==> src/rtl/array_mul_pkg.sv <==
// Shared constants and helpers for the pipelined array multiplier.
// The stage payload struct is declared inside array_mul_pipe, where WIDTH is known.
package array_mul_pkg;

    localparam logic MODE_EXACT  = 1'b0;
    localparam logic MODE_APPROX = 1'b1;

    function automatic int ceil_div(input int n, input int d);
        return (n + d - 1) / d;
    endfunction

endpackage

==> src/rtl/array_mul_row.sv <==
// Adds one masked partial-product row (a & b[ROW]) << ROW to a running sum
// with a ripple-carry full-adder chain. Purely combinational.
module array_mul_row
    import array_mul_pkg::*;
#(
    parameter int WIDTH       = 8,
    parameter int APPROX_COLS = 4,
    parameter int ROW         = 0
) (
    input  logic [WIDTH-1:0]   a,
    input  logic               b_bit,
    input  logic               mode,
    input  logic [2*WIDTH-1:0] psum_in,
    output logic [2*WIDTH-1:0] psum_out
);

    localparam int PW = 2 * WIDTH;

    logic [PW-1:0] keep_mask;
    logic [PW-1:0] row_bits;
    logic          carry;

    always_comb begin
        keep_mask = '1;
        // Approximate mode drops every product column below APPROX_COLS.
        if (mode == MODE_APPROX) begin
            keep_mask = ~((PW'(1) << APPROX_COLS) - PW'(1));
        end
        row_bits = ({{WIDTH{1'b0}}, a & {WIDTH{b_bit}}} << ROW) & keep_mask;
    end

    always_comb begin
        psum_out = '0;
        carry    = 1'b0;
        for (int k = 0; k < PW; k++) begin
            psum_out[k] = psum_in[k] ^ row_bits[k] ^ carry;
            carry       = (psum_in[k] & row_bits[k]) | (carry & (psum_in[k] ^ row_bits[k]));
        end
    end

endmodule

==> src/rtl/array_mul_pipe.sv <==
// Pipelined unsigned array multiplier: rows of the partial-product array are
// spread over STAGES register stages under a single global stall (advance).
module array_mul_pipe
    import array_mul_pkg::*;
#(
    parameter int WIDTH       = 8,
    parameter int STAGES      = 4,
    parameter int APPROX_COLS = 4
) (
    input  logic               clk,
    input  logic               rst_n,
    input  logic               in_valid,
    output logic               in_ready,
    input  logic [WIDTH-1:0]   a,
    input  logic [WIDTH-1:0]   b,
    input  logic               mode,
    output logic               out_valid,
    input  logic               out_ready,
    output logic [2*WIDTH-1:0] p
);

    localparam int PW = 2 * WIDTH;
    localparam int R  = ceil_div(WIDTH, STAGES);

    typedef struct packed {
        logic [WIDTH-1:0] a;
        logic [WIDTH-1:0] b;
        logic             mode;
        logic [PW-1:0]    psum;
        logic             valid;
    } stage_t;

    stage_t        stage_q   [STAGES];
    stage_t        stage_d   [STAGES];
    stage_t        stage_in  [STAGES];
    logic [PW-1:0] stage_sum [STAGES];
    logic          advance;

    // Valid/ready: a transfer happens on any edge where valid & ready are both high.
    // The whole pipe shifts (bubbles included) whenever the output slot is free or drained.
    assign advance   = !stage_q[STAGES-1].valid || out_ready;
    assign in_ready  = advance;
    assign out_valid = stage_q[STAGES-1].valid;
    assign p         = stage_q[STAGES-1].psum;

    for (genvar s = 0; s < STAGES; s++) begin : g_stage
        logic [PW-1:0] chain [R+1];

        if (s == 0) begin : g_head
            assign stage_in[0] = '{a: a, b: b, mode: mode, psum: '0, valid: in_valid};
        end else begin : g_body
            assign stage_in[s] = stage_q[s-1];
        end

        assign chain[0] = stage_in[s].psum;

        for (genvar r = 0; r < R; r++) begin : g_row
            localparam int J = s * R + r;
            // The last stage may own fewer than R rows when WIDTH is not a multiple of STAGES.
            if (J < WIDTH) begin : g_add
                array_mul_row #(
                    .WIDTH       (WIDTH),
                    .APPROX_COLS (APPROX_COLS),
                    .ROW         (J)
                ) u_row (
                    .a        (stage_in[s].a),
                    .b_bit    (stage_in[s].b[J]),
                    .mode     (stage_in[s].mode),
                    .psum_in  (chain[r]),
                    .psum_out (chain[r+1])
                );
            end else begin : g_pass
                assign chain[r+1] = chain[r];
            end
        end

        assign stage_sum[s] = chain[R];
    end

    always_comb begin
        for (int s = 0; s < STAGES; s++) begin
            stage_d[s] = stage_q[s];
            if (advance) begin
                stage_d[s]      = stage_in[s];
                stage_d[s].psum = stage_sum[s];
            end
        end
    end

    always_ff @(posedge clk or negedge rst_n) begin
        if (!rst_n) begin
            for (int s = 0; s < STAGES; s++) begin
                stage_q[s] <= '0;
            end
        end else begin
            for (int s = 0; s < STAGES; s++) begin
                stage_q[s] <= stage_d[s];
            end
        end
    end

endmodule

==> config.mk <==
export PLATFORM = sky130hd
export DESIGN_NAME = array_mul_pipe
export DESIGN_NICKNAME = d
export VERILOG_FILES = /design/src/rtl/array_mul_pkg.sv /design/src/rtl/array_mul_row.sv /design/src/rtl/array_mul_pipe.sv
export SDC_FILE = /design/constraint.sdc
export NUM_CORES = 1
export LEC_CHECK = 0
export ABC_AREA = 1
export CAP_MARGIN = 20
export CORE_MARGIN = 5
export CORE_UTILIZATION = 40
export DETAILED_ROUTE_END_ITERATION = 6
export GPL_ROUTABILITY_DRIVEN = 1
export GPL_TIMING_DRIVEN = 0
export HOLD_SLACK_MARGIN = 0.06
export PLACE_DENSITY = 0.55
export RECOVER_POWER = 50
export SYNTH_ARGS = -nofsm -noshare
export SYNTH_HDL_FRONTEND = slang
export SYNTH_HIERARCHICAL = 1
export SYNTH_SLANG_ARGS = --single-unit
==> constraint.sdc <==
create_clock -name clk -period 6.2 [get_ports clk]
set_clock_uncertainty 0.2 [all_clocks]
set_input_delay 1.24 -clock clk [delete_from_list [all_inputs] [get_ports clk]]
set_output_delay 1.24 -clock clk [all_outputs]
set_load 0.02 [all_outputs]
# Word level (Yosys, flattened, before mapping)
# Index checks and enable logic that the tools add are counted.
[classes]
n_addsub = 0
multipliers = 0
div = 0
n_lt_le_gt_ge = 0
eq_ne = 0
shifts = 0
mux = 4
n_bitwise = 534
reduce_logical = 2
[ops]
columns = ["op", "count"]
rows = [
  ["1-bit XOR", 217],
  ["1-bit AND", 203],
  ["1-bit OR", 98],
  ["8-bit AND", 8],
  ["10-bit by 16-bit AND with 16-bit output", 1],
  ["11-bit by 16-bit AND with 16-bit output", 1],
  ["12-bit by 16-bit AND with 16-bit output", 1],
  ["13-bit by 16-bit AND with 16-bit output", 1],
  ["14-bit by 16-bit AND with 16-bit output", 1],
  ["15-bit by 16-bit AND with 16-bit output", 1],
  ["8-bit by 16-bit AND with 16-bit output", 1],
  ["9-bit by 16-bit AND with 16-bit output", 1],
  ["4-bit 2-to-1 mux", 4],
  ["1-bit logical NOT", 1],
  ["1-bit logical OR", 1],
]
[totals]
register_bits = 119
latchBits = 0
ramBits = 0
rom_bits = 0
wordCells = 557
mem_count = 0

# Logic depth before layout (Yosys ltp)
# Gate-level depths: netlist (run 1).
[depth]
ltp_word = 34
ltp_mapped = 30
ltp_nobuf = 29

# Cells and area by module
# The synthesis (run 1) kept the hierarchy.
[modules_own_cells]
columns = ["mod", "n_inst", "cells_each", "area_per_inst_um2"]
rows = [
  ["array_mul_pipe", 1, 464, 4222.8],
  ["array_mul_row at g_stage[0].g_row[0].g_add.u_row", 1, 46, 372.9],
  ["array_mul_row at g_stage[0].g_row[1].g_add.u_row", 1, 45, 362.8],
  ["array_mul_row at g_stage[1].g_row[0].g_add.u_row", 1, 42, 336.6],
  ["array_mul_row at g_stage[1].g_row[1].g_add.u_row", 1, 42, 327.8],
  ["array_mul_row at g_stage[2].g_row[0].g_add.u_row", 1, 41, 319.1],
  ["array_mul_row at g_stage[2].g_row[1].g_add.u_row", 1, 41, 314.1],
  ["array_mul_row at g_stage[3].g_row[1].g_add.u_row", 1, 42, 307.8],
  ["array_mul_row at g_stage[3].g_row[0].g_add.u_row", 1, 40, 305.3],
]

# Least setup slack after synthesis (run 1)
# Ideal clock, no wire load.
[synth_timing]
path_type = "register -> register"
from = "register stage_q (netlist bit stage_in[88])"
to = "register stage_q (netlist bit g_stage[2].chain[47])"
setup_time_ns = 0.116
arrival_time_ns = 5.295
required_time_ns = 5.884
setup_slack_ns = 0.589
stages_incl_launch_ff = 26
period_less_slack_ns = 5.611
path_cell_list = "dfrtp_1 buf_2 nand2_1 nor2_1 ha_1 inv_1 fa_1 fa_1 fa_1 inv_1 fa_1 inv_1 fa_1 inv_1 fa_1 fa_1 fa_1 fa_1 ha_1 ha_1 ha_1 ha_1 nand2_1 nand2_1 nand2_1 nand2_1"
[synth_rtl]
columns = ["item", "line_no", "text"]
rows = [
  ["from (decl)", "array_mul_pipe.sv:33", "stage_t stage_q [STAGES];"],
  ["from (signal, indexed assignment)", "array_mul_pipe.sv:97", "stage_q[s] <= stage_d[s];"],
]

==> metrics.md, run 1 <==
| Metric | Value |
|---|---|
| Cell Rows | `47` |
| Filler cell count | `1685` |
| Final period utilization | `94.62%` |
| Buffers on Ports | `36` |
| Starting Density | `40.82%` |
| Final Max Slew Viols | `51` |
| Via count | `between 4k and 5k` |
| # nets final | `between 900 and 1k` |
| Met1 Use GR | `between 20% and 30%` |
| First-pass GRT wire length | `24.32 mm` |
| Min-Delay Path Depth | `2` |
| Sequential cell fraction of total power | `31.8%` |
| Status | `finished with violations` |
| First drt pass iteration count | `4` |
| Dpl hpwl | `10.71 mm` |
| Worst Tran Pin Value | `2.599 ns` |
| WL per Instance | `12.82 um` |
| Worst R2R Setup Slack | `~0.33 ns` |
| Fin crit period | `5.866 ns` |
| CP Data Arrival Time | `5.91 ns` |
| Sequential cell area | `approximately 2600 um^2` |
| CTS tree | `yes` |
| Synth-to-layout area growth | `14.53%` |
| Combinational power share | `a little over half` |
| Synthesized area | `6794 um^2` |
| GRT Resource Usage Total | `about 15%` |
| Multi-input gate area | `3319 um^2` |
| Leak Pwr | `0.004455 uW` |
| Setup violators final | `0` |
| Final hold viol count | `0` |
| # diodes | `0` |
| Vias in the first global route | `4973` |
| Initial DRC Count | `about 270` |
| VDD IR max | `about 0.00018 V` |
| Post-Syn Area per Cell | `8.546 um^2` |
| Worst skew pair latency | `0.36 ns` |
| Failing checks | `capacitance limit, slew limit` |
| Worst-path clk slew | `approximately 0.070 ns` |
| Post-DR vias/cell | `4.447` |
| Hold WC Path Type | `flip-flop to flip-flop` |
| Met3 Resource Use GR | `2.522%` |
| Fin Setup TNS | `0 ns` |
| Hold_ws | `about 0.27 ns` |
| Post-place setup slack | `0.1849 ns` |
| Kind of start point of the critical path | `flip-flop` |
| Crit Path Category | `flip-flop to flip-flop` |
| Fmax | `0.1705 GHz` |
| Fraction of power spent switching nets | `42.25%` |
| Gr ovfl total | `0` |
| Pwr/cell area | `just under 500 nW/um^2` |
| Max clock buf depth | `2` |
| Int Pwr | `2224 uW` |
| Height of the die | `between 100 and 150 um` |
| Top-Level Pins | `39` |
| Die Area | `19690 um^2` |
| Yosys warning count | `6` |
| Routed Antenna Nets | `0` |
| DRC | `0` |
| Core box area | `~17000 um^2` |
| DIE WIDTH | `between 100 and 150 um` |
| Post-Synthesis Cells | `~800` |
| CTS hold repair buffers | `0` |
| Worst Setup End Kind | `flip-flop` |
| Cts bufs inserted | `9` |
| Busiest layer in global routing | `met2` |
| Final setup margin | `0.3335 ns` |
| CP max FO | `8` |
| Largest net degree at the start of global routing | `57` |
| Clock root cell | `clkbuf_16` |
| Share of layout cells above drive strength 1 | `9.849%` |
| Worst Path Required | `6.25 ns` |
| Post-layout util | `a little under half` |
| H-tree lvl count | `3` |
| Met2 usage | `25.98%` |
| Unrepaired setup endpoints after global routing | `no` |
| Wirelength, routed | `13.89 mm` |
| Placer Congestion | `0.7725` |
| Max-Cap Viols | `1` |
| Clk sinks | `105` |
| Switching pwr | `1627 uW` |
| R2R depth | `25` |
| Slew headroom | `-73.26%` |
| Clock network fraction of total power | `15.0%` |
| Post-CTS setup buffers | `0` |
| Initial antenna violation count | `0` |
repair_timing:
action | in CTS | in global routing
hold endpoints to repair | 0 | 0
gates resized for setup | 0 | 3
setup endpoints to repair | 0 | 2
layer usage:
layer	share of wire, %	up-vias
met1	46	2248
li1	-	2478
met2	49	77
met5	0	-
met4	1.4	0
met3	4.0	13
power groups by stage:
stage / registers, uW / logic (uW) / clock network [uW]
5_1_grt: 1280 / 2430 / 616
3_5_place_dp: 1240 / 2080 / 0
6_report: 1230 / 2050 / 579
3_3_place_gp: 1240 / 2040 / 0
4_1_cts: 1230 / 2100 / 596
2_1_floorplan: 1250 / 1490 / 0
cell type report:
| type | instances | area share (%) |
|---|---|---|
| Clock inverter | 6 | 0.8683 |
| Timing Repair Buffer | 37 | 4.615 |
| Inverter | 121 | 5.837 |
| Tap cell | 220 | 3.538 |
| Buffer | 70 | 5.821 |
| Sequential cell | 105 | 33.77 |
| Clock buffer | 9 | 2.894 |
| Multi-Input combinational cell | 515 | 42.66 |
metrics by stage:
stage	instances	total power, uW	area, um^2
2_1_floorplan	811	2743	6854
3_3_place_gp	1067	3274	7490
3_5_place_dp	1068	3320	7515
4_1_cts	1083	3923	7807
5_1_grt	1083	4325	7781
6_report	1083	3851	7781
placed cells by master, fill, tap and decap left out:
cell type        instances
nand2_1                289
inv_1                  121
nand3_1                109
dfrtp_1                105
fa_1                    55
buf_4                   37
ha_1                    36
clkdlybuf4s50_1         34
buf_2                   23
conb_1                  17
clkbuf_16                9
clkbuf_1                 7
buf_6                    3
inv_6                    2
clkinvlp_4               2
nand2_2                  2
nor2_2                   2
nor2_1                   2
nand2_4                  1
buf_1                    1
bufinv_16                1
clkinv_2                 1
nand3b_1                 1
fa_2                     1
dlygate4sd3_1            1
clkbuf_2                 1
critical path, cell delays in order, from the launching register on:
cell	delay, ns
dfrtp_1	0.34
buf_4	0.15
nand2_1	0.05
nor2_1	0.11
ha_1	0.17
inv_1	0.05
fa_1	0.42
fa_1	0.43
fa_1	0.40
inv_1	0.08
fa_1	0.41
inv_1	0.09
fa_1	0.17
inv_1	0.05
fa_1	0.43
fa_2	0.39
fa_1	0.42
fa_1	0.41
ha_1	0.19
ha_1	0.18
ha_1	0.18
ha_1	0.19
nand2_1	0.07
nand2_1	0.07
nand2_1	0.07
nand2_1	0.04
state kept, by name, summed over array words and instances (netlist names):
signal and count:
stage_in 40, p 16, g_stage.chain 48, out_valid 1
final timing paths:
kind	start	endpoint
max	stage_in[88]$_DFFE_PN0P_	g_stage[2].chain[47]$_DFFE_PN0P_
max in group asynchronous	rst_n	stage_in[96]$_DFFE_PN0P_
min reg2reg	stage_in[91]$_DFFE_PN0P_	stage_in[57]$_DFFE_PN0P_
max reg2reg	stage_in[88]$_DFFE_PN0P_	g_stage[2].chain[47]$_DFFE_PN0P_
min in group asynchronous	rst_n	p[14]$_DFFE_PN0P_
min	stage_in[91]$_DFFE_PN0P_	stage_in[57]$_DFFE_PN0P_
(Power assumes the default switching activity.)
==> inputs of run 2 (changes only) <==
--- a/config.mk
+++ b/config.mk
@@ -15,6 +15,7 @@
 export HOLD_SLACK_MARGIN = 0.06
 export PLACE_DENSITY = 0.55
 export RECOVER_POWER = 50
+export SKIP_LAST_GASP = 1
 export SYNTH_ARGS = -nofsm -noshare
 export SYNTH_HDL_FRONTEND = slang
 export SYNTH_HIERARCHICAL = 1
==> results of run 2 <==
Final layout, timing and power as in run 1 (identical DEF).
